==> src/rtl/mvm_pkg.sv <==
// Shared types and saturating arithmetic for the matrix-vector engine.
// Holds the FSM state encoding and the per-layer weight tables.
package mvm_pkg;

    typedef enum logic [1:0] {
        ST_LOAD    = 2'd0,
        ST_COMPUTE = 2'd1,
        ST_OUTPUT  = 2'd2
    } state_t;

    function automatic logic signed [63:0] sat_max(input int t);
        return (64'sd1 <<< (t - 1)) - 64'sd1;
    endfunction

    function automatic logic signed [63:0] sat_min(input int t);
        return -(64'sd1 <<< (t - 1));
    endfunction

    function automatic logic signed [63:0] clamp(input logic signed [63:0] v, input int t);
        if (v > sat_max(t)) return sat_max(t);
        if (v < sat_min(t)) return sat_min(t);
        return v;
    endfunction

    // Operands are t-bit values sign-extended to 32 bits; result fits in t bits.
    function automatic logic signed [31:0] sat_mul(input logic signed [31:0] a,
                                                   input logic signed [31:0] b,
                                                   input int t);
        logic signed [63:0] p;
        p = 64'(a) * 64'(b);
        return 32'(clamp(p, t));
    endfunction

    // A same-sign overflow always pushes the wide sum past max/min, so clamping it
    // saturates toward the sign of the accumulator.
    function automatic logic signed [31:0] sat_add(input logic signed [31:0] a,
                                                   input logic signed [31:0] b,
                                                   input int t);
        logic signed [63:0] s;
        s = 64'(a) + 64'(b);
        return 32'(clamp(s, t));
    endfunction

    // Layer 0 is the built-in test table; layers 1-3 are rewritten by the network generator.
    function automatic int layer_weight(input int l, input int row, input int col);
        if (l == 0) return row + 1;
        return ((row * 7 + col * 3 + l * 5) % 9) - 4;
    endfunction

endpackage

==> src/rtl/mvm_lane.sv <==
// One MAC lane: weight ROM, registered saturating product, saturating accumulator.
// Latency: ROM 1 cycle, product 1 cycle, accumulate 1 cycle; no backpressure (driven by engine).
// Holds rows LANE, LANE+P, ... at ROM address g*N+j.
module mvm_lane
    import mvm_pkg::*;
#(
    parameter int T     = 8,
    parameter int N     = 8,
    parameter int M     = 8,
    parameter int P     = 2,
    parameter int L     = 1,
    parameter int LANE  = 0,
    localparam int DEPTH = M * N / P,
    localparam int RAW   = $clog2(DEPTH)
) (
    input  logic                clk,
    input  logic                reset,
    input  logic                clr_i,
    input  logic                acc_en_i,
    input  logic [RAW-1:0]      rom_addr_i,
    input  logic signed [T-1:0] x_i,
    output logic signed [T-1:0] acc_o
);

    logic signed [T-1:0] rom [DEPTH];
    logic signed [T-1:0] w_q;
    logic signed [T-1:0] prod_q;
    logic signed [T-1:0] acc_q;

    for (genvar a = 0; a < DEPTH; a++) begin : g_rom
        assign rom[a] = T'(layer_weight(L, (a / N) * P + LANE, a % N));
    end

    always_ff @(posedge clk) begin
        if (reset) begin
            w_q    <= '0;
            prod_q <= '0;
            acc_q  <= '0;
        end else begin
            w_q    <= rom[rom_addr_i];
            prod_q <= T'(sat_mul(32'(x_i), 32'(w_q), T));
            if (clr_i)
                acc_q <= '0;
            else if (acc_en_i)
                acc_q <= T'(sat_add(32'(acc_q), 32'(prod_q), T));
        end
    end

    assign acc_o = acc_q;

endmodule

==> src/rtl/mvm_pipe_engine.sv <==
// Streams an N-vector in, multiplies by an MxN ROM matrix on P saturating lanes, streams M rows out.
// Latency: first row of each group N+3 cycles after its trigger beat; RELU_EN clamps outputs at 0.
// Backpressure: s_ready only in LOAD; m_data/m_valid held while m_ready is low.
module mvm_pipe_engine
    import mvm_pkg::*;
#(
    parameter int M = 8,
    parameter int N = 8,
    parameter int T = 8,
    parameter int P = 2,
    parameter int L = 1
) (
    input  logic                clk,
    input  logic                reset,
    input  logic                s_valid,
    output logic                s_ready,
    input  logic signed [T-1:0] s_data,
    output logic                m_valid,
    input  logic                m_ready,
    output logic signed [T-1:0] m_data,
    output logic                done
);

    localparam int G     = M / P;
    localparam int XW    = $clog2(N);
    localparam int CW    = $clog2(N + 2);
    localparam int GW    = (G > 1) ? $clog2(G) : 1;
    localparam int BW    = (P > 1) ? $clog2(P) : 1;
    localparam int DEPTH = M * N / P;
    localparam int RAW   = $clog2(DEPTH);

    state_t              state_q, state_d;
    logic [XW-1:0]       addr_x_q, addr_x_d;
    logic [CW-1:0]       col_q, col_d;
    logic [GW-1:0]       g_q, g_d;
    logic [BW-1:0]       beat_q, beat_d;
    logic                m_valid_q, m_valid_d;
    logic signed [T-1:0] m_data_q, m_data_d;
    logic                v1_q, v2_q;
    logic signed [T-1:0] x_rd_q;
    logic signed [T-1:0] xmem_q [N];

    logic                issue;
    logic                acc_clr;
    logic                s_fire;
    logic [XW-1:0]       x_addr;
    logic [RAW-1:0]      rom_addr;
    logic signed [T-1:0] lane_acc [P];

    function automatic logic signed [T-1:0] out_val(input logic signed [T-1:0] v);
`ifdef RELU_EN
        return v[T-1] ? '0 : v;
`else
        return v;
`endif
    endfunction

    assign s_ready  = (state_q == ST_LOAD);
    assign s_fire   = s_valid && s_ready;
    assign issue    = (state_q == ST_COMPUTE) && (col_q < CW'(N));
    assign x_addr   = issue ? col_q[XW-1:0] : '0;
    assign rom_addr = issue ? RAW'(int'(g_q) * N + int'(col_q)) : '0;
    assign m_valid  = m_valid_q;
    assign m_data   = m_data_q;
    assign done     = (state_q == ST_OUTPUT) && m_valid_q && m_ready &&
                      (beat_q == BW'(P - 1)) && (g_q == GW'(G - 1));

    always_comb begin
        state_d   = state_q;
        addr_x_d  = addr_x_q;
        col_d     = col_q;
        g_d       = g_q;
        beat_d    = beat_q;
        m_valid_d = m_valid_q;
        m_data_d  = m_data_q;
        acc_clr   = 1'b0;
        case (state_q)
            ST_LOAD: begin
                if (s_fire) begin
                    if (addr_x_q == XW'(N - 1)) begin
                        addr_x_d = '0;
                        g_d      = '0;
                        col_d    = '0;
                        acc_clr  = 1'b1;
                        state_d  = ST_COMPUTE;
                    end else begin
                        addr_x_d = addr_x_q + 1'b1;
                    end
                end
            end
            ST_COMPUTE: begin
                // N issue cycles followed by two drain cycles.
                if (col_q == CW'(N + 1)) begin
                    col_d   = '0;
                    beat_d  = '0;
                    state_d = ST_OUTPUT;
                end else begin
                    col_d = col_q + 1'b1;
                end
            end
            ST_OUTPUT: begin
                // First OUTPUT cycle registers lane 0; the final accumulate lands on entry.
                if (!m_valid_q) begin
                    m_valid_d = 1'b1;
                    m_data_d  = out_val(lane_acc[beat_q]);
                end else if (m_ready) begin
                    if (beat_q == BW'(P - 1)) begin
                        m_valid_d = 1'b0;
                        beat_d    = '0;
                        if (g_q == GW'(G - 1)) begin
                            g_d     = '0;
                            state_d = ST_LOAD;
                        end else begin
                            g_d     = g_q + 1'b1;
                            col_d   = '0;
                            acc_clr = 1'b1;
                            state_d = ST_COMPUTE;
                        end
                    end else begin
                        beat_d   = beat_q + 1'b1;
                        m_data_d = out_val(lane_acc[BW'(beat_q + 1'b1)]);
                    end
                end
            end
            default: state_d = ST_LOAD;
        endcase
    end

    always_ff @(posedge clk) begin
        if (reset) begin
            state_q   <= ST_LOAD;
            addr_x_q  <= '0;
            col_q     <= '0;
            g_q       <= '0;
            beat_q    <= '0;
            m_valid_q <= 1'b0;
            m_data_q  <= '0;
            v1_q      <= 1'b0;
            v2_q      <= 1'b0;
            x_rd_q    <= '0;
        end else begin
            state_q   <= state_d;
            addr_x_q  <= addr_x_d;
            col_q     <= col_d;
            g_q       <= g_d;
            beat_q    <= beat_d;
            m_valid_q <= m_valid_d;
            m_data_q  <= m_data_d;
            v1_q      <= issue;
            v2_q      <= v1_q;
            x_rd_q    <= xmem_q[x_addr];
        end
    end

    always_ff @(posedge clk) begin
        if (!reset && s_fire)
            xmem_q[addr_x_q] <= s_data;
    end

    for (genvar i = 0; i < P; i++) begin : g_lane
        mvm_lane #(
            .T    (T),
            .N    (N),
            .M    (M),
            .P    (P),
            .L    (L),
            .LANE (i)
        ) u_lane (
            .clk        (clk),
            .reset      (reset),
            .clr_i      (acc_clr),
            .acc_en_i   (v2_q),
            .rom_addr_i (rom_addr),
            .x_i        (x_rd_q),
            .acc_o      (lane_acc[i])
        );
    end

endmodule

==> config.mk <==
export PLATFORM = sky130hd
export DESIGN_NAME = mvm_pipe_engine
export DESIGN_NICKNAME = d
export VERILOG_FILES = /design/src/rtl/mvm_pkg.sv /design/src/rtl/mvm_lane.sv /design/src/rtl/mvm_pipe_engine.sv
export SDC_FILE = /design/constraint.sdc
export NUM_CORES = 1
export LEC_CHECK = 0
export BUFFER_PORTS_ARGS = -buffer_cell sky130_fd_sc_hd__clkbuf_2
export CELL_PAD_IN_SITES_DETAIL_PLACEMENT = 1
export CELL_PAD_IN_SITES_GLOBAL_PLACEMENT = 1
export CORE_ASPECT_RATIO = 0.6
export CORE_MARGIN = 4
export CORE_UTILIZATION = 43
export DETAILED_ROUTE_END_ITERATION = 8
export PLACE_DENSITY_LB_ADDON = 0.05
export RECOVER_POWER = 100
export SYNTH_ARGS = -nofsm -noshare
export SYNTH_HDL_FRONTEND = slang
export SYNTH_SLANG_ARGS = --single-unit
==> constraint.sdc <==
create_clock -name clk -period 5.4 [get_ports clk]
set_input_delay 0.27 -clock clk [delete_from_list [all_inputs] [get_ports clk]]
set_output_delay 0.27 -clock clk [all_outputs]
set_load 0.005 [all_outputs]
# Word-level counts from Yosys, hierarchy flattened
# Memory sizes are Yosys's and may differ from the RTL's. A register that Yosys moved wholly into a read port is not among the register bits.
# Cells that the tools add are included.
# totals
wordCells	168
ff_bits	55
mem_bits_ro	512
output_inout_bits	11
in_bits	12
n_memories	3
mem_bits_rw	64
# mem_list
name	words	width	read_ports	rd_ports_with_merged_regs	write_ports	line	rtl
(name not given)	32	8	1	1	0	mvm_lane.sv:40	w_q <= rom[rom_addr_i];
(name not given)	32	8	1	1	0	mvm_lane.sv:40	
xmem_q	8	8	1	1	1	mvm_pipe_engine.sv:41	logic signed [T-1:0] xmem_q [N];
# op_classes
order_cmp	11
n_reduce_logical	19
mul	2
mux	96
bitwise_logic	3
n_eq_ne	14
add_sub_neg	7
# ops
operator	n
8-bit two-way mux	25
1-bit two-way mux	44
16-bit by 8-bit > comparator with 1-bit output, second input constant	2
16-bit by 8-bit < comparator with 1-bit output, second input constant	2
8-bit by 8-bit multiplier with 16-bit output	2
4-bit two-way mux	7
2-bit two-way mux	12
8-bit by 8-bit adder with 9-bit output	2
9-bit by 8-bit > comparator with 1-bit output, second input constant	2
9-bit by 8-bit < comparator with 1-bit output, second input constant	2
2-bit != test, second input constant	6
4-bit case mux with 3 select lines	1
6-bit AND reduction	2
1-bit logical AND	7
7-bit AND reduction	1
3-bit two-way mux	2
2-bit by 1-bit != test with 1-bit output, second input constant	3
5-bit NOT with 6-bit output	1
2-bit case mux with 3 select lines	1
5-bit by 4-bit adder with 5-bit output	1
5-bit two-way mux	1
4-bit by 1-bit adder with 4-bit output, second input constant	1
2-bit equality test, second input constant	2
4-bit equality test, second input constant	1
18 further kinds	22

# Logic depth before layout (Yosys ltp)
# Gate-level depths: netlist of the first run.
# logic_depth
word_depth	14
depth_mapped	21
ltp_nobuf	18

# Cells and area by module
# Synthesis of the first run repeated with hierarchy kept, for this count alone.
# unflattened
hier_cells	1142
area_unflattened_um2	11120.7
# by_module_without_submodules
module	cells_each	n_inst	area_per_inst_um2	seq_area_each_um2
mvm_pipe_engine	327	1	3957.5	2542.4
mvm_lane at g_lane[1].u_lane	422	1	3676.0	400.4
mvm_lane at g_lane[0].u_lane	393	1	3487.1	400.4

# Worst setup path after synthesis of the first run
# Ideal clock, no wire load.
# synth_path
path_kind	register to register
from	reg g_lane[1].u_lane.w_q[6]
to	reg g_lane[1].u_lane.prod_q[6]
stages_incl_launch_ff	19
synth_period_minus_slack_ns	5.352
path_slack_ns	0.048
setup_time_ns	0.117
arrival_ns	5.236
required_ns	5.283
path_buffers	2
cell_sequence	dfxtp_1 -> clkbuf_1 -> clkbuf_1 -> nand2_1 -> fa_1 -> inv_1 -> fa_1 -> fa_1 -> inv_1 -> fa_1 -> inv_1 -> ha_1 -> and3_1 -> a221oi_2 -> xnor2_1 -> or3_1 -> or3_1 -> o31a_1 -> a22o_1
# synth_between
elab_chain_cells	7
elab_cells_between_ends	11
classes_between	mul: 1; order compare: 2; mux: 8
# synth_lines
element	line	rtl
from (decl)	mvm_lane.sv:26	logic signed [T-1:0] w_q;
8-bit by 8-bit multiplier with 16-bit output *	mvm_pkg.sv:30	p = 64'(a) * 64'(b);
16-bit by 8-bit < comparator with 1-bit output	mvm_pkg.sv:21	if (v < sat_min(t)) return sat_min(t);
1-bit two-way mux (2 in a row)	mvm_pkg.sv:21	
1-bit two-way mux	mvm_lane.sv:35	if (reset) begin
8-bit two-way mux	mvm_pkg.sv:22	return v;
8-bit two-way mux *	mvm_pkg.sv:21	
to (signal assigned)	mvm_lane.sv:41	prod_q <= T'(sat_mul(32'(x_i), 32'(w_q), T));
to (decl)	mvm_lane.sv:27	logic signed [T-1:0] prod_q;
# Mark *: on every way between the ends. The rest lies on a longest branch, timed or not. The select of a mux whose other input is x is not followed.
# A chain may end at the register's enable or synchronous reset.

# Worst setup path after layout of the first run
# Ends and elaborated chain as after synthesis.

==> results of run 1 <==
[synthesized netlist by cell type, types with 3 or more instances]
cell type,instances
sky130_fd_sc_hd__o211ai_1,3
sky130_fd_sc_hd__inv_1,161
sky130_fd_sc_hd__o21ai_1,3
sky130_fd_sc_hd__a31oi_1,5
sky130_fd_sc_hd__or3_1,6
sky130_fd_sc_hd__clkbuf_1,37
sky130_fd_sc_hd__a21oi_1,52
sky130_fd_sc_hd__o221ai_1,21
sky130_fd_sc_hd__a211o_1,3
sky130_fd_sc_hd__o21bai_1,5
sky130_fd_sc_hd__nand3_1,10
sky130_fd_sc_hd__nor2_1,90
sky130_fd_sc_hd__a21o_1,12
sky130_fd_sc_hd__mux2i_1,26
sky130_fd_sc_hd__xor2_1,17
sky130_fd_sc_hd__nand4_1,5
sky130_fd_sc_hd__o21ai_0,25
sky130_fd_sc_hd__nand2_1,54
sky130_fd_sc_hd__o21a_1,15
sky130_fd_sc_hd__a2111oi_0,5
sky130_fd_sc_hd__ha_1,90
sky130_fd_sc_hd__xnor2_1,30
sky130_fd_sc_hd__fa_1,94
sky130_fd_sc_hd__and2_1,62
sky130_fd_sc_hd__o22ai_1,10
sky130_fd_sc_hd__a211oi_1,32
sky130_fd_sc_hd__nor2b_1,4
sky130_fd_sc_hd__maj3_1,14
sky130_fd_sc_hd__and3_1,13
sky130_fd_sc_hd__a31o_2,4
sky130_fd_sc_hd__edfxtp_1,64
sky130_fd_sc_hd__buf_1,3
sky130_fd_sc_hd__nand2b_1,7
sky130_fd_sc_hd__nor4_1,4
sky130_fd_sc_hd__mux2_2,8
sky130_fd_sc_hd__dfxtp_1,71
sky130_fd_sc_hd__nor3b_1,5
sky130_fd_sc_hd__a311oi_1,4
sky130_fd_sc_hd__nor3_1,14
[flip-flops by register name (all words and copies together) (netlist names)]
register,cells
v2_q,1
m_valid,1
beat_q,1
g_lane.u_lane.prod_q,16
state_q,2
col_q,4
v1_q,1
g_q,2
m_data,8
xmem_q,64
addr_x_q,3
g_lane.u_lane.w_q,8
x_rd_q,8
g_lane.u_lane.acc_o,16
[timing repair]
action / CTS / global route
gates resized for setup: 0 / 24
setup buffers: 0 / 1
hold buffers: 0 / 0
setup endpoints to repair: 0 / 14
[cells by family (layout without fill, tap and decap cells)]
| family | Yosys count | after routing | share of synthesized area |
|---|---|---|---|
| AO/OA/AOI/OAI | 224 | 224 | 0.141 |
| XOR/XNOR | 47 | 47 | 0.0374 |
| adder cells (fa/ha/maj) | 198 | 198 | 0.286 |
| buffers and inverters | 208 | 250 | 0.0725 |
| flip-flops | 135 | 135 | 0.304 |
| multiplexers | 34 | 34 | 0.0319 |
| AND/OR/NAND/NOR | 281 | 281 | 0.127 |
[path summary, 6_finish.rpt]
path,end,cells past startpoint,startpoint
hold / removal,addr_x_q[2],3,s_valid
setup / recovery,g_lane[1].u_lane.prod_q[6],17,g_lane[1].u_lane.w_q[6]
setup reg to reg,g_lane[1].u_lane.prod_q[6],17,g_lane[1].u_lane.w_q[6]
hold reg to reg,v2_q,1,v1_q
[critical path, stage by stage (launching register included)]
cell,delay (ns)
sky130_fd_sc_hd__dfxtp_2,0.41
sky130_fd_sc_hd__buf_6,0.16
sky130_fd_sc_hd__and2_1,0.15
sky130_fd_sc_hd__fa_1,0.43
sky130_fd_sc_hd__fa_1,0.48
sky130_fd_sc_hd__fa_1,0.55
sky130_fd_sc_hd__inv_1,0.06
sky130_fd_sc_hd__fa_1,0.52
sky130_fd_sc_hd__inv_1,0.04
sky130_fd_sc_hd__ha_1,0.34
sky130_fd_sc_hd__and3_1,0.24
sky130_fd_sc_hd__a221oi_2,0.27
sky130_fd_sc_hd__xnor2_1,0.11
sky130_fd_sc_hd__or3_1,0.37
sky130_fd_sc_hd__or3_1,0.33
sky130_fd_sc_hd__o31a_1,0.24
sky130_fd_sc_hd__buf_4,0.17
sky130_fd_sc_hd__a22o_1,0.23
[routing by layer]
layer,up-vias,global-route usage,part of all wire
li1,3935,-,-
met1,4047,0.344,0.57
met2,89,0.285,0.40
met3,21,0.0325,0.025
met4,0,0.0417,0.0093
met5,-,0,0
[layout make-up]
| cell class | count | area share |
|---|---|---|
| sequential | 135 | 0.275 |
| timing repair buffer | 54 | 0.0266 |
| multi-input combinational | 784 | 0.567 |
| clock inverter | 15 | 0.0128 |
| clock buffer | 17 | 0.0349 |
| inverter | 164 | 0.0504 |
| tap | 329 | 0.0337 |
[per-stage QoR]
step / TNS [ns] / setup WS, ns / total power, mW / area [sq um] / utilization
floorplan: 0 / 0.0476 / 1.80 / 11000 / -
detailed placement: 0 / 0.0753 / 2.05 / 11600 / 0.459
global placement: 0 / 0.103 / 2.04 / 11600 / 0.459
global route: -0.0103 / -0.0103 / 3.44 / 12200 / 0.484
CTS: 0 / 0.0257 / 3.23 / 12200 / 0.482
finish: 0 / 0.194 / 3.23 / 12200 / 0.484
[power breakdown]
part | internal [mW] | switching, mW | total, mW
Clock | 0.653 | 0.520 | 1.17
Combinational | 0.385 | 0.524 | 0.909
Sequential | 1.11 | 0.0368 | 1.15
[layout by cell type, fill, tap and decap left out, drive strengths merged, types with 15 or more instances in the layout]
master and count:
xor2 17, o21a 15, o21ai 30, fa 94, mux2i 26, xnor2 30
clkbuf 41, a211oi 32, a21oi 53, nor2 90, nand2 54, edfxtp 64
buf 30, ha 90, o221ai 21, inv 171, and2 62, dfxtp 71
==> results.txt, run 1 <==
The flow ran to the end, but the final reports show violations. The checks that failed: capacitance limit, slew limit. For the worst setup path, the data arrival time is 5.54 ns.

TritonCTS built the clock tree. The count of placed standard cells including taps came out at 1465. In this run the tool buffered the top-level ports with 22 buffer cells. The combined area of the multi-input logic cells is 0.00692 sq mm. The vertical die dimension came out at 132 microns. The number of distinct standard cells referenced by the synthesized netlist came out at 68. The pin count of the biggest net entering global routing came out at 37. The fraction of registers with async set or reset after synthesis is 0. The post-detailed-route wirelength per cell came out at 18.8 microns. The synthesized instance count came out at 1127.

The final count of pins violating max slew came out at 54. The number of nets produced by synthesis came out at 1323. TritonCTS created 17 clock buffers.

The tightest slew margin relative to the limit is -1.02. The setup slack of the worst register-to-register path is 0.19 ns. The required time reported for the critical path endpoint is 5.73 ns. The routed wire length is 28.2 mm. The full die area came out at 0.0283 sq mm. The area growth from synthesis to layout is 11.0%.

In the final layout, the share of cells above drive strength 1 is 0.0924. The post-route fraction of the period consumed by the critical path came out at 0.964. The number of vias per cell after detailed routing is 5.40. Routability-driven placement finished with a final weighted congestion of 0.864. The final-layout fill cell count is 2838. In this run the deepest clock path goes through 2 buffers.

The remaining global-route overflow came out at 0. Clock-pin slew was measured on the worst setup and hold paths at 0.07 ns. The power density normalized to cell area is 265 mW/mm^2. The final net count came out at 1352. The final antenna diode count is 0. The starting density of the core came out at 0.436. The largest clock skew in the final design is 0.00799 ns.

The tightest hold path in the finished design has a slack of 0.155 ns. At the pin with the least slew margin, the transition time is 2.99 ns. After floorplanning, the core was sized to cover 0.0252 sq mm. The post-layout instance count excluding filler cells came out at 1498. The analysis attributes to cell leakage a power of 5.24 nW. The number of global-route vias before repair is 8386. The synthesized design spends more area on one cell type than any other, namely sky130_fd_sc_hd__edfxtp_1. The sequential-to-total area share from yosys stat is 0.304. The first detailed-routing pass took 5 iterations. In this run, synthesis produced a sequential element count of 135.

The peak supply drop is 0.162 mV. By area the synthesized netlist is led by sky130_fd_sc_hd__edfxtp_1 (17%), sky130_fd_sc_hd__fa_1 (17%), sky130_fd_sc_hd__dfxtp_1 (13%). The worst setup path is launched from a flop.

Pin placement for this block handled 23 I/O pins. After detailed routing, the number of remaining DRC violations is 0. The peak clock frequency supported by timing came out at 192 MHz. The count of max-cap constraint violations is 2. The wire length of the first global-routing pass came out at 47.4 mm. The mean instance size in the synthesized netlist came out at 9.76 sq um. The critical path is of the reg2reg type. Of the post-synthesis cell area, the dominant cell type holds 0.175. The floorplan die width came out at 214 microns. The final critical delay including setup and external delays came out at 5.21 ns. The TritonCTS sink count came out at 135. CTS placed an instance of sky130_fd_sc_hd__clkbuf_16 at the clock tree root. The synthesized netlist occupies a cell area of 0.0110 sq mm. The routed layout has 8092 vias. The number of flops mapped to enable cells by yosys is 64. The number of antenna violations at the first check in global routing is 0.

The remaining number of nets flagged by the antenna check after routing is 0. The cell row count came out at 45. The starting DRC count in detailed routing is 524.

The H-tree was split into 4 levels. The element type at the critical path end is a flop. Across every metal layer, demand over resource in global routing totals 0.209. The dominant register cell in the synthesized netlist is sky130_fd_sc_hd__dfxtp_1.

The register cell area after layout came out at 0.00335 sq mm. The total count of hold-check failures in the final report was 0. Of all nets on the critical path, the largest fanout is 10. The clock insertion delay at the later pin of the skew report is 0.44 ns. The count of endpoints failing setup in the final report is 0. The total of warnings raised by yosys is 0. The path class of the tightest hold or removal check is in2reg.

The half-perimeter wire length of the detailed placement result came out at 22.1 mm.
No activity file was read; power rests on OpenSTA's default activity.
==> run 2: changes to the inputs <==
--- a/config.mk
+++ b/config.mk
@@ -5,12 +5,13 @@
 export SDC_FILE = /design/constraint.sdc
 export NUM_CORES = 1
 export LEC_CHECK = 0
-export BUFFER_PORTS_ARGS = -buffer_cell sky130_fd_sc_hd__clkbuf_2
+export BUFFER_PORTS_ARGS = -buffer_cell sky130_fd_sc_hd__buf_2
 export CELL_PAD_IN_SITES_DETAIL_PLACEMENT = 1
 export CELL_PAD_IN_SITES_GLOBAL_PLACEMENT = 1
 export CORE_ASPECT_RATIO = 0.6
 export CORE_MARGIN = 4
-export CORE_UTILIZATION = 43
+export CORE_UTILIZATION = 46
+export CTS_CLUSTER_SIZE = 25
 export DETAILED_ROUTE_END_ITERATION = 8
 export PLACE_DENSITY_LB_ADDON = 0.05
 export RECOVER_POWER = 100
==> run 2 against run 1 <==
Against the previous run: the run now ends clean; worst setup slack lost 0.037 ns; total power shrank 0.39%; utilization grew 4.2 points; critical endpoint is now g_lane[1].u_lane.prod_q[0]; highest routed layer unchanged.
==> results.txt, run 2 (synthesis gave the netlist of run 1 again) <==
The run finished with clean final reports. The number of buffers between clock root and the deepest sink is 2. The proportion of layout cells with a drive suffix above 1 is 0.103. The total area inside the core boundary comes to 0.0233 sq mm.

Entering global routing, the biggest net connects 37 pins. The worst setup path is of the reg2reg kind. The post-route standard cell area excluding fillers is 0.0123 sq mm. The cell area after placement is 0.0115 sq mm. The final count of pins violating max slew is 0.

The actual transition at the worst max-transition pin is 1.35 ns. The library cell used most frequently in the layout, excluding fill and tap cells, is sky130_fd_sc_hd__inv_1. The total count of hold-check failures in the final report came out at 0.

The number of iterations in the first detailed-routing pass came out at 4. The H-tree depth reported by CTS is 4. The cell row count came out at 43. The number of port buffers is 22. The placer congestion estimate came out at 0.844. The signal arrival time at the worst endpoint came out at 5.57 ns. The clock drives 135 sinks.

The worst hold path begins at s_valid. The number of antenna violations at the first check in global routing is 0. The clock tree from TritonCTS is yes. The post-layout worst setup margin came out at 0.157 ns. The post-route fraction of the period consumed by the critical path came out at 0.971. The layout-stage area growth over the synthesis result came out at 11.4%. For this run, the total global-route usage over all layers was measured as 0.225.

The detailed router finished its first iteration with 550 violations. The worst setup path is launched from a flop. The full die area is 0.0265 sq mm.

The peak clock frequency supported by timing came out at 191 MHz. The peak supply drop came out at 0.184 mV. On the critical path, the stage with the largest delay is an instance of sky130_fd_sc_hd__fa_1. Clock tree synthesis selected as its root buffer the cell sky130_fd_sc_hd__clkbuf_16.

In the routed design, unresolved DRC markers number 0. The clock insertion delay at the later pin of the skew report is 0.44 ns. The power share of the clock group came out at 0.353. Clock skew on the completed layout was measured at 0.0105 ns. The final net count is 1349. The largest single stage delay on the critical path is 0.54 ns. The number of global-route vias before repair came to 8442. The number of vias per cell after detailed routing is 5.49. The largest fanout on the critical path is 7. Power comes to 3.22 mW. The switching power share of the total came out at 0.342. In this run the power spent charging and discharging nets is 1.10 mW. For this configuration, the core starts out at a cell density of 0.472. The remaining number of nets flagged by the antenna check after routing came out at 0.

Hold repair after CTS inserted 0 buffers. Leaving out fill and tap cells, the most frequent cells in the layout are sky130_fd_sc_hd__inv_1 (159), sky130_fd_sc_hd__fa_1 (94), sky130_fd_sc_hd__ha_1 (87). The signal on the critical path passes through xor2_2 > and2_1 > ha_1 > a21oi_1 > fa_1 > inv_1 > fa_1 > inv_1 > fa_1 > inv_1 > ha_4 > a21o_1 > a221oi_4 > xnor2_1 > or3_1 > or3_1 > o31a_1 > a32o_2. The count of endpoints failing setup in the final report is 0. The critical path starts at x_rd_q[3]. The post-placement worst setup slack is -0.0127 ns.

The final critical delay including setup and external delays came out at 5.24 ns. The power density normalized to cell area is 263 mW/mm^2. The share of power burned in registers came out at 0.356. The register with the most flip-flops in the layout has 64 of them. Measured along the y axis, the die boundary spans 128 microns. For this run, the share of the core covered by cells in the final layout is 0.526. The clock-pin slew reported for the worst setup and hold paths after clock tree synthesis is 0.07 ns. The wire length of the first global-routing pass came out at 47.4 mm. The required time reported for the critical path endpoint came out at 5.73 ns. For this design the static power due to leakage is 5.24 nW. The post-detailed-route wirelength per cell is 19.4 microns. The internal power summed over all cells came out at 2.12 mW.

The number of buffers added by the clock tree synthesis step came out at 17. The final antenna diode count is 0. The tightest slew margin relative to the limit came out at 0.0969. Detailed placement finished with a half-perimeter wire length of 22.4 mm. The routed wire length is 28.8 mm. Detailed routing inserted a total of 8126 vias.

The worst setup path is captured at a flop. During I/O placement, the number of pins put on the boundary was 23. In this run the critical register-to-register path is launched from x_rd_q[3]. The tool flagged a number of max-cap violations equal to 0. After global routing the overflow that remains totals 0. From left edge to right edge, the die measures 208 microns. Counting flops per register, the top entry is xmem_q. The type of the worst min-delay path is in2reg. The part of the total power dissipated in combinational logic is 0.291.
run 2: cell types whose count changed in the layout (fill, tap and decap cells not counted), moves of 3 or more:
cell / previous run / this run
sky130_fd_sc_hd__dfxtp_2: 8 / 5
sky130_fd_sc_hd__buf_2: 0 / 7
sky130_fd_sc_hd__clkbuf_2: 7 / 0
sky130_fd_sc_hd__dfxtp_4: 0 / 4
run 2: power by group through the flow:
stage / Clock, mW / Sequential, mW / Combinational, mW
after floorplan: 0 / 1.15 / 0.649
after global placement: 0 / 1.17 / 0.858
after detailed placement: 0 / 1.17 / 0.881
after CTS: 1.15 / 1.14 / 0.892
after global routing: 1.20 / 1.15 / 1.06
final: 1.14 / 1.14 / 0.938
run 2: final cells by class:
| class | instances | area, sq um |
|---|---|---|
| timing repair buffer | 51 | 309 |
| fill | 2597 | 11000 |
| inverter | 164 | 619 |
| tap | 315 | 394 |
| clock inverter | 15 | 149 |
| sequential | 135 | 3360 |
| multi-input combinational | 784 | 6990 |
| clock buffer | 17 | 425 |
run 2: final timing paths:
| check | endpoint | slack (ns) | depth (start not counted) |
|---|---|---|---|
| setup / recovery | g_lane[1].u_lane.prod_q[0] | 0.16 | 18 |
| hold / removal | addr_x_q[2] | 0.15 | 3 |
| setup reg to reg | g_lane[1].u_lane.prod_q[0] | 0.16 | 18 |
| hold reg to reg | v2_q | 0.44 | 1 |
run 2: worst max-delay path: cells and delay by family, from the launching register on:
family                   cells  cell delay, ns
XOR/XNOR                     2            0.39
adder cells (fa/ha/maj)      5            2.00
AND/OR/NAND/NOR              3            0.86
AO/OA/AOI/OAI                5            1.27
flip-flops                   1            0.43
buffers and inverters        3            0.16
run 2: layer usage:
metal  wire [microns]  global-route usage
met3              879              0.0350
met2            11800               0.319
met4              244              0.0435
met5                0                   0
met1            15800               0.362
run 2: repair_timing:
item                                    CTS  global route
resized for setup                         3            44
buffers inserted                          0             2
endpoints found under the setup margin    3            14
endpoints found under the hold margin     0             0
pin swaps                                 0             9
run 2: through the flow:
step           setup TNS, ns  hold WS, ns  cells
2_1_floorplan              0        0.369   1127
4_1_cts                    0       0.0756   1479
3_5_place_dp         -0.0127        0.439   1447
3_3_place_gp               0        0.422   1447
6_report                   0        0.147   1481
5_1_grt               -0.111        0.166   1481
==> run 3: changes to the inputs <==
--- a/config.mk
+++ b/config.mk
@@ -9,7 +9,6 @@
 export CELL_PAD_IN_SITES_DETAIL_PLACEMENT = 1
 export CELL_PAD_IN_SITES_GLOBAL_PLACEMENT = 1
 export CORE_ASPECT_RATIO = 0.6
-export CORE_MARGIN = 4
 export CORE_UTILIZATION = 46
 export CTS_CLUSTER_SIZE = 25
 export DETAILED_ROUTE_END_ITERATION = 8
==> run 3 against run 2 <==
Against the previous run: combinational power shrank 0.4%; clock power is 4% higher; sequential cell count unchanged; via count decreased by 0.21%; total power is 1.5% higher; final cell count increased by 0.27%; worst setup slack gained 0.030 ns; fmax increased by 0.58%; final area down 0.14%; first-iteration DRC count decreased by 30%; critical path depth is 2 lower; largest power group is now clock; the run now ends with capacitance limit, slew limit left; global-route usage is 1.9 points higher.
==> results.txt, run 3 (synthesis gave the netlist of run 1 again) <==
In the final routed layout, each cell accounts on average for 18.9 microns. The die covers 0.0245 sq mm. The worst hold path belongs to the class in2reg. The worst setup path is captured at a flop. The clock tree from TritonCTS is yes. The post-cts hold buffer count is 0. In the final layout, the share of cells above drive strength 1 is 0.0983. The first routing iteration left 384 violations. Buffers placed on the I/O ports in this run total 22. The placer congestion estimate came out at 0.836. The number of global-route vias before repair came out at 8330. The vertical die dimension is 122 microns. The final routed DRC violation total is 0.

The number of cells on the worst reg-to-reg path came out at 16. Leaving out fill and tap cells, the most frequent cells in the layout are sky130_fd_sc_hd__inv_1 (161), sky130_fd_sc_hd__fa_1 (94), sky130_fd_sc_hd__nor2_1 (88). The total count of hold-check failures in the final report is 0. Dividing total power by cell area gives a power density of 267 mW/mm^2. Of the total power, combinational logic draws 0.286. The flip-flop count of the largest register after layout is 64. The count of endpoints failing setup in the final report came out at 0.

The final reports fail on capacitance limit, slew limit. Setup repair after global routing left no endpoint under its margin. Hold timing on the final database bottoms out at a slack of 0.149 ns.

The launch point of the critical path is g_lane[1].u_lane.w_q[6]. The first global-routing pass estimated 45.8 mm of wire. The first TritonRoute pass finished after 4 iterations. The clock net in this run drives a total of 135 sinks. The power share of the clock group is 0.364. Along the worst path, the maximum fanout reaches 7. The H-tree depth reported by CTS came out at 4. STA puts the critical path data required time at 5.73 ns.

The final net count is 1353. The number of antenna violations at the first check in global routing is 0. In this run the power spent charging and discharging nets is 1.10 mW. The share of power burned in registers came out at 0.350. The count of boundary I/O pins came out at 23. The remaining global-route overflow is 0. The count of nets left with antenna violations once routing finished came out at 0. The final antenna diode count is 0. The number of vias per cell after detailed routing came out at 5.46. The clock-pin slew reported for the worst setup and hold paths after clock tree synthesis came out at 0.07 ns. Of the total power, the share spent switching nets is 0.335.

Once layout is complete, the utilization of the core stands at 0.525. In this run the most critical hold path is launched from s_valid. The setup TNS is 0 ns. The cell at the root of the clock tree is sky130_fd_sc_hd__clkbuf_16.

Counting flops per register, the top entry is xmem_q. The post-layout worst setup margin came out at 0.187 ns. The global-route usage over all layers came out at 0.244. The post-route fraction of the period consumed by the critical path is 0.965.

The design draws 3.27 mW. The clock insertion delay at the later pin of the skew report is 0.44 ns. The peak supply drop is 0.212 mV. Derived from the worst setup path, the maximum achievable clock frequency is 192 MHz. The critical path startpoint category is a flop. The cell row count is 43. The starting density of the core is 0.472.

The actual transition at the worst max-transition pin is 3.09 ns. The final-layout fill cell count is 2621. The worst setup path category is reg2reg. Clock skew on the completed layout was measured at 0.0136 ns. The number of buffers between clock root and the deepest sink is 2. The wire-length estimate of the detail-placed layout is 22.3 mm. The static power due to leakage is 5.25 nW. The count of max-cap constraint violations came out at 2. The number of buffers added by the clock tree synthesis step is 17. Leaving out fill and tap cells, the most frequent cell in the layout is sky130_fd_sc_hd__inv_1.

The area growth from synthesis to layout is 11.3%. The pin count of the biggest net entering global routing came out at 37. In this run the critical register-to-register path is launched from g_lane[1].u_lane.w_q[6]. The final critical delay including setup and external delays came out at 5.21 ns. The run finished, with violations left.

The die is 202 microns wide. The signal arrival time at the worst endpoint is 5.54 ns. The number of vias after detailed routing came out at 8109. The hold-critical path depth came out at 3.

The final count of pins violating max slew is 54. The routed wire length is 28.1 mm. The internal power summed over all cells came out at 2.17 mW. Before CTS, the worst setup slack after placement is 0.0226 ns. The core area is 0.0233 sq mm. The tightest slew margin relative to the limit came out at -1.09.
## run 3: cell type report
type                       count  area [sq um]  share of cell area
inverter                     164           616              0.0503
multi-input combinational    784          6940               0.567
clock buffer                  17           425              0.0348
clock inverter                15           180              0.0147
tap                          315           394              0.0322
timing repair buffer          55           323              0.0264
sequential                   135          3360               0.274
## run 3: worst paths after layout
path                                      to  slack (ns)
setup / recovery  g_lane[1].u_lane.prod_q[6]        0.19
hold / removal                   addr_x_q[2]        0.15
setup reg to reg  g_lane[1].u_lane.prod_q[6]        0.19
hold reg to reg                    m_data[5]        0.45
## run 3: timing repair
item                       in CTS  in global routing
setup endpoints to repair       2                 14
pin swaps                       0                  2
resized for setup               2                 31
buffers inserted                0                  2
## run 3: power by group through the flow
stage	registers [mW]	logic (mW)	clock network [mW]
2_1_floorplan	1.15	0.649	0
3_3_place_gp	1.16	0.857	0
3_5_place_dp	1.16	0.879	0
4_1_cts	1.14	0.889	1.21
5_1_grt	1.15	1.05	1.25
6_report	1.14	0.934	1.19
## run 3: critical path: stages (launching register included)
cell and delay [ns]:
sky130_fd_sc_hd__dfxtp_4 0.37, sky130_fd_sc_hd__buf_4 0.14, sky130_fd_sc_hd__and2_1 0.14, sky130_fd_sc_hd__fa_1 0.53, sky130_fd_sc_hd__fa_1 0.45, sky130_fd_sc_hd__fa_1 0.55, sky130_fd_sc_hd__inv_1 0.06, sky130_fd_sc_hd__fa_1 0.54
sky130_fd_sc_hd__inv_1 0.07, sky130_fd_sc_hd__ha_4 0.26, sky130_fd_sc_hd__and3_1 0.22, sky130_fd_sc_hd__a221oi_2 0.28, sky130_fd_sc_hd__xnor2_1 0.12, sky130_fd_sc_hd__or3_1 0.37, sky130_fd_sc_hd__or3_1 0.34, sky130_fd_sc_hd__o31a_1 0.38
sky130_fd_sc_hd__a22o_1 0.27
## run 3: per-layer routing
layer  part of all wire  GRT usage  wire length (microns)  vias up
met5                  0          0                      0        -
met4             0.0092     0.0554                    257        0
met3              0.045     0.0503                   1250       18
met2               0.41      0.340                  11600      145
met1               0.53      0.381                  15000     4001
li1                   -          -                      -     3945
## run 3: stage by stage
stage               cells  cell area [sq um]
detailed placement   1451              11600
global placement     1451              11600
floorplan            1127              11000
CTS                  1483              12200
global route         1485              12200
finish               1485              12200
